File: config.mk
export PLATFORM = sky130hd
export DESIGN_NAME = hazard_unit_multi
export DESIGN_NICKNAME = d
export VERILOG_FILES = /design/src/rtl/hazard_unit_multi.sv
export SDC_FILE = /design/constraint.sdc
export NUM_CORES = 1
export LEC_CHECK = 0
export CAP_MARGIN = 10
export CORE_ASPECT_RATIO = 0.75
export CORE_MARGIN = 2
export CORE_UTILIZATION = 66
export DETAILED_ROUTE_END_ITERATION = 10
export DONT_BUFFER_PORTS = 1
export PLACE_DENSITY = 0.82
export SETUP_SLACK_MARGIN = 0.4
export SLEW_MARGIN = 20
export SYNTH_ARGS = -nofsm -noshare
export SYNTH_HDL_FRONTEND = slang
export SYNTH_SLANG_ARGS = --single-unit
File: constraint.sdc
create_clock -name clk -period 3.85 [get_ports clk]
set_input_delay 0.77 -clock clk [delete_from_list [all_inputs] [get_ports clk]]
set_output_delay 0.77 -clock clk [all_outputs]
set_load 0.01 [all_outputs]
File: src/rtl/hazard_unit_multi.sv
// Hazard/forwarding controller: per-operand registered forward selects, load-use stalls,
// redirect flushes and a saturating stall counter. HAZARD_WB_FWD_EN enables W-stage forwarding.
module hazard_unit_multi #(
  parameter int unsigned NUM_SRC  = 2,
  parameter int unsigned ADR_W    = 5,
  parameter int unsigned LOAD_LAT = 1,
  parameter int unsigned CNT_W    = 16
) (
  input  logic                     clk,
  input  logic                     reset,
  input  logic [NUM_SRC*ADR_W-1:0] rsAdr_R,
  input  logic [NUM_SRC-1:0]       rsUsed_R,
  input  logic [ADR_W-1:0]         rdAdr_C,
  input  logic                     RegWrite_C,
  input  logic                     MemRead_C,
  input  logic [ADR_W-1:0]         rdAdr_M,
  input  logic                     RegWrite_M,
  input  logic                     MemRead_M,
  input  logic [ADR_W-1:0]         rdAdr_W,
  input  logic                     RegWrite_W,
  input  logic                     Redirect_C,
  output logic [NUM_SRC*2-1:0]     FwdSel,
  output logic                     StallPC,
  output logic                     StallIR,
  output logic                     FlushRC,
  output logic                     FlushIR,
  output logic [CNT_W-1:0]         StallCount
);

  logic [NUM_SRC-1:0]   match_c, match_m, match_w, load_use;
  logic                 stall, redirect;
  logic [NUM_SRC*2-1:0] fwd_d, fwd_q;
  logic [CNT_W-1:0]     cnt_d, cnt_q;

  always_comb begin
    match_c  = '0;
    match_m  = '0;
    match_w  = '0;
    load_use = '0;
    fwd_d    = '0;
    for (int unsigned i = 0; i < NUM_SRC; i++) begin
      match_c[i] = rsUsed_R[i] & RegWrite_C & (rsAdr_R[i*ADR_W +: ADR_W] != '0)
                 & (rsAdr_R[i*ADR_W +: ADR_W] == rdAdr_C);
      match_m[i] = rsUsed_R[i] & RegWrite_M & (rsAdr_R[i*ADR_W +: ADR_W] != '0)
                 & (rsAdr_R[i*ADR_W +: ADR_W] == rdAdr_M);
      match_w[i] = rsUsed_R[i] & RegWrite_W & (rsAdr_R[i*ADR_W +: ADR_W] != '0)
                 & (rsAdr_R[i*ADR_W +: ADR_W] == rdAdr_W);
      load_use[i] = (match_c[i] & MemRead_C)
                  | ((LOAD_LAT == 2) & match_m[i] & MemRead_M);
      // Youngest producer wins.
      if (match_c[i])
        fwd_d[2*i +: 2] = 2'b01;
      else if (match_m[i])
        fwd_d[2*i +: 2] = 2'b10;
`ifdef HAZARD_WB_FWD_EN
      else if (match_w[i])
        fwd_d[2*i +: 2] = 2'b11;
`else
      // W producer is covered by the regfile write-first bypass.
      else if (match_w[i])
        fwd_d[2*i +: 2] = 2'b00;
`endif
    end

    redirect = reset & Redirect_C;
    stall    = reset & (|load_use) & ~Redirect_C;

    // A bubble enters C on stall or redirect, so nothing there needs forwarding.
    if (stall || redirect)
      fwd_d = '0;

    cnt_d = cnt_q;
    if (stall && (cnt_q != '1))
      cnt_d = cnt_q + CNT_W'(1);
  end

  always_ff @(posedge clk or negedge reset) begin
    if (!reset) begin
      fwd_q <= '0;
      cnt_q <= '0;
    end else begin
      fwd_q <= fwd_d;
      cnt_q <= cnt_d;
    end
  end

  always_comb begin
    FwdSel     = fwd_q;
    StallCount = cnt_q;
    StallPC    = stall;
    StallIR    = stall;
    FlushRC    = stall | redirect;
    FlushIR    = redirect;
  end

endmodule

* After elaboration in Yosys (flattened, before gate mapping)
Cells that the tools add are included.
Storage, ports and cells: output and inout port bits 24, flip-flop bits (word level) 20, input port bits 35
Cells by class: mux-type cells 5, bitwise logic cells 19, reduce and logical (&&, ||, !) cells 5, add/sub/neg operators 1, equality and inequality tests 5
Operator list (count):
- 5-bit equality test | 4
- 1-bit bitwise AND | 17
- 16-bit by 1-bit adder with 16-bit output (second input constant) | 1
- 16-bit != test (second input constant) | 1
- 5-bit nonzero test | 2
- 2-bit 2-to-1 mux | 4
- 4-bit 2-to-1 mux | 1
- 2-bit OR reduction | 1
- 1-bit logical AND | 1
- 1-bit logical OR | 1
- 1-bit inverter | 1
- 1-bit OR | 1

* Longest topological paths before layout
depth in word-level cells 9, gate-level depth with buffers 9, depth with buffers taken out 7

* Worst setup path before layout
Ideal clock, no wire load.
path kind in2out, start point input port rsAdr_R[0], end point output port StallPC, required time 3080 ps, stages on the path 6, arrival 1944 ps, slack 1136 ps, cells stage by stage or4_1 > o21ai_2 > nor3_2 > o21ai_2 > inv_1 > buf_4
Between the ends: longest elaborated chain between the ends 7, elaborated cells on any way between the ends 8
Ends and longest elaborated chain:
- from (decl) | RTL line 11 | input logic [NUM_SRC*ADR_W-1:0] rsAdr_R,
- 5-bit nonzero test
- 1-bit bitwise AND | RTL line 42 | match_c[i] = rsUsed_R[i] & RegWrite_C & (rsAdr_R[i*ADR_W +: ADR_W] != '0)
- 1-bit bitwise AND * | RTL line 43 | & (rsAdr_R[i*ADR_W +: ADR_W] == rdAdr_C);
- 1-bit bitwise AND * | RTL line 48 | load_use[i] = (match_c[i] & MemRead_C)
- 2-bit OR reduction * | RTL line 66 | stall = reset & (|load_use) & ~Redirect_C;
- 1-bit bitwise AND * (2 in a row) | RTL line 66
- to (decl) | RTL line 23 | output logic StallPC,
Mark *: on every way between the ends. The rest lies on a longest branch, timed or not.

* Final worst setup path
start point input port rsAdr_R[4], end point output port FlushRC
Between the ends: longest elaborated chain between the ends 8, elaborated cells on any way between the ends 9
Ends and longest elaborated chain:
- 5-bit nonzero test
- 1-bit bitwise AND | RTL line 42
- 1-bit bitwise AND * | RTL line 43
- 1-bit bitwise AND * | RTL line 48
- 2-bit OR reduction * | RTL line 66
- 1-bit bitwise AND * (2 in a row) | RTL line 66
- 1-bit OR * | RTL line 92 | FlushRC = stall | redirect;
- to (decl) | RTL line 25 | output logic FlushRC,
Marked as above.

==> impl_results.md <==
* IO Pins at 59
* Cell Chain, Critical Path: xnor2_1 > nand4_1 > nor3_2 > nor2_2 > o21ai_0
* Net switching share of the total power at 20.5%
* Class of the most critical hold timing path: input pin to async pin
* Area added between synthesis and finish at 4.53%
* First-pass GRT wire length at 3930 µm
* Most frequent standard cell in the layout excluding fill and tap cells: sky130_fd_sc_hd__dfrtp_1
* Effective utilization at floorplan at 70.7%
* Final design utilization at 73.9%
* Via count at 904
* Total Power at 0.421 mW
* Register area share after synthesis at 40.3%
* Clock Tree Root: sky130_fd_sc_hd__clkbuf_4
* Setup-violating endpoint count in the final report at 0
* Hold buffer count at cts at 0
* Number of optimization iterations in the first detailed-route pass at 4
* Die X-Extent at 54.1 µm
* Worst setup path category: input pin to output port
* Initial detailed-routing violation count at 10
* Routed wire length at 2460 µm
* Post-layout instance area at 1300 µm²
* Global-route usage over all layers at 23.5%
* Setup bufs post-CTS at 0
* Standard-cell rows at 13
* Slowest CP cell: sky130_fd_sc_hd__nor3_2
* Latest clock arrival within the worst-skew pair at 310 ps
* Synthesized area at 1240 µm²
* Number of synthesized register bits at 20
* Largest fanout on the critical path at 6
* Critical path buffer and inverter count at 0
* Lkg Pwr at 0.572 nW
* Design internal power at 0.334 mW
* Setup TNS at 0 ps
* Syn. warnings at 0
* Run status: complete, no violations
* Peak Freq at 366 MHz
* Number of clock sinks at 20
* Setup repair after global routing missed its margin: no
* Hold slack final at 127 ps
* Post-Route Skew at 13.6 ps
* Buffer depth of the longest clock path at 2
* Number of instances in the synthesized netlist at 126
* Min Tclk post-route at 2740 ps
* Clock slew at reported path FFs at 120 ps
* Arrival time worst endpoint at 1970 ps
* CTS tree: done
* Count of fill cells added during filler insertion at 132
* Post-Synthesis Net Count at 162
* Weighted congestion reported at the end of routability-driven placement at 0.786
* Die area at 2250 µm²
* Worst rel slew slack at 59.7%
* Deepest level of the CTS H-tree at 1
* Routed wire per std cell at 16.5 µm
* Number of diodes added for antenna fixing at 0
* Final Hold Violating Endpoints at 0
* Clock network power share at 41.5%
* Net count, final at 164
* Critical path's top delay family: simple AND/OR/NAND/NOR gates
* Number of remaining DRC errors at 0
* Final slew viol count at 0
* DP Area at 1250 µm²
* Detail Placement HPWL at 1930 µm
* Comb power frac at 7.3%
* Antenna Nets Post-Route at 0
* Number of buffers inserted by port buffering at 0
* Number of global-route vias before repair at 912
* Most frequent cells in the layout: 20 x sky130_fd_sc_hd__dfrtp_1, 17 x sky130_fd_sc_hd__xor2_1, 15 x sky130_fd_sc_hd__xnor2_1, 10 x sky130_fd_sc_hd__nand2_1
* Power share of the sequential group at 51.3%
* Worst IR drop on VDD at 0.000238 V
* Overflow left after global routing at 0
* Nature of the critical path startpoint: input pin
* Max_cap viols at 0
* Area of the core region at 1760 µm²
* Part of the cycle the worst path needs at 71.1%
* Number of vias per cell after detailed routing at 6.07
* Antenna violations before repair at 0
* Number of distinct library cells after synthesis at 30
* Post-cts repair resize count at 0
* Switching power of the nets at 0.0864 mW
* Transition time at the pin with the least slew margin at 603 ps
* Largest net degree at the start of global routing at 24
* Die Height at 41.6 µm
* Power density cells at 324 nW/µm²
* Delay of the slowest cell on the worst path at 410 ps
* Num CTS Buffers at 3
* Average instance area after synthesis at 9.86 µm²
* Req. time, crit path at 3080 ps
* Crit. End Element: output port
* Layout cells sized above 1 at 11.8%
-- power by group through the flow --
stage                     logic [mW]  registers, mW  clock network [mW]
after global routing          0.0344          0.216               0.181
after CTS                     0.0307          0.216               0.172
final                         0.0306          0.216               0.174
after floorplan               0.0264          0.219                   0
after global placement        0.0290          0.220                   0
after detailed placement      0.0305          0.220                   0
-- layer usage --
layer	global-route usage [%]	vias up	share of wire (%)
met5	0	-	0
met4	4.50	0	0.98
met3	8.27	5	7.2
met2	39.0	37	48
met1	29.3	422	44
li1	-	440	-
-- cell families after synthesis --
group	synth area share (%)
AO/OA/AOI/OAI	4.63
XOR/XNOR	22.6
adder cells (fa/ha/maj)	1.01
buffers and inverters	3.42
flip-flops	40.3
multiplexers	3.63
AND/OR/NAND/NOR	24.5
-- cells in the mapped netlist --
library cell | number | share of area (%)
sky130_fd_sc_hd__nand2_1 | 10 | 3.0
sky130_fd_sc_hd__nor3_1 | 2 | 0.81
sky130_fd_sc_hd__and3_1 | 3 | 1.5
sky130_fd_sc_hd__dfrtp_1 | 20 | 40
sky130_fd_sc_hd__o211ai_2 | 1 | 1.0
sky130_fd_sc_hd__and4_1 | 1 | 0.71
sky130_fd_sc_hd__nand2b_1 | 1 | 0.50
sky130_fd_sc_hd__inv_1 | 5 | 1.5
sky130_fd_sc_hd__nand4_1 | 6 | 3.0
sky130_fd_sc_hd__or3_1 | 1 | 0.50
sky130_fd_sc_hd__or4_1 | 2 | 1.2
sky130_fd_sc_hd__clkbuf_2 | 1 | 0.40
sky130_fd_sc_hd__o21ai_1 | 1 | 0.40
sky130_fd_sc_hd__xor2_1 | 17 | 12
sky130_fd_sc_hd__nor4_1 | 7 | 3.5
sky130_fd_sc_hd__xnor2_1 | 15 | 11
sky130_fd_sc_hd__o21ai_0 | 1 | 0.40
sky130_fd_sc_hd__mux2_1 | 1 | 0.91
sky130_fd_sc_hd__ha_1 | 1 | 1.0
sky130_fd_sc_hd__nand3_1 | 7 | 2.8
sky130_fd_sc_hd__nor2_1 | 7 | 2.1
sky130_fd_sc_hd__buf_4 | 1 | 0.60
sky130_fd_sc_hd__nor3_2 | 4 | 3.2
sky130_fd_sc_hd__buf_6 | 1 | 0.91
sky130_fd_sc_hd__mux2_2 | 3 | 2.7
sky130_fd_sc_hd__o21ai_2 | 2 | 1.4
sky130_fd_sc_hd__and2_1 | 1 | 0.50
sky130_fd_sc_hd__nor2_2 | 1 | 0.50
sky130_fd_sc_hd__or2_0 | 1 | 0.50
sky130_fd_sc_hd__a2111oi_0 | 2 | 1.4
-- worst paths after layout --
kind / slack (ps) / endpoint / start / cells past startpoint
max in group asynchronous: 3640 / StallCount[1] / reset / 0
max reg2reg: 1500 / StallCount[1] / StallCount[0] / 6
min in group clk: 580 / FwdSel[3] / RegWrite_M / 2
max: 1110 / FlushRC / rsAdr_R[4] / 5
min: 130 / FwdSel[1] / reset / 0
min reg2reg: 600 / StallCount[8] / StallCount[8] / 1
-- cell type report --
cell class | count | area, µm² | area share (%)
clock inverters | 1 | 30.0 | 2.31
multi-input cells | 98 | 699 | 53.9
inverters | 5 | 18.8 | 1.45
flip-flops and latches | 20 | 500 | 38.5
clock buffers | 3 | 22.5 | 1.73
well taps | 22 | 27.5 | 2.12
-- per-stage QoR --
| stage | setup WS [ps] | cells |
|---|---|---|
| 2_1_floorplan | 1140 | 126 |
| 3_3_place_gp | 1170 | 145 |
| 3_5_place_dp | 1090 | 145 |
| 4_1_cts | 1090 | 149 |
| 5_1_grt | 960 | 149 |
| 6_report | 1110 | 149 |
-- sequential cells by signal, indices dropped and copies added, names as in the netlist --
register    cells
FwdSel          4
StallCount     16
Power figures use the tool's default switching activity.
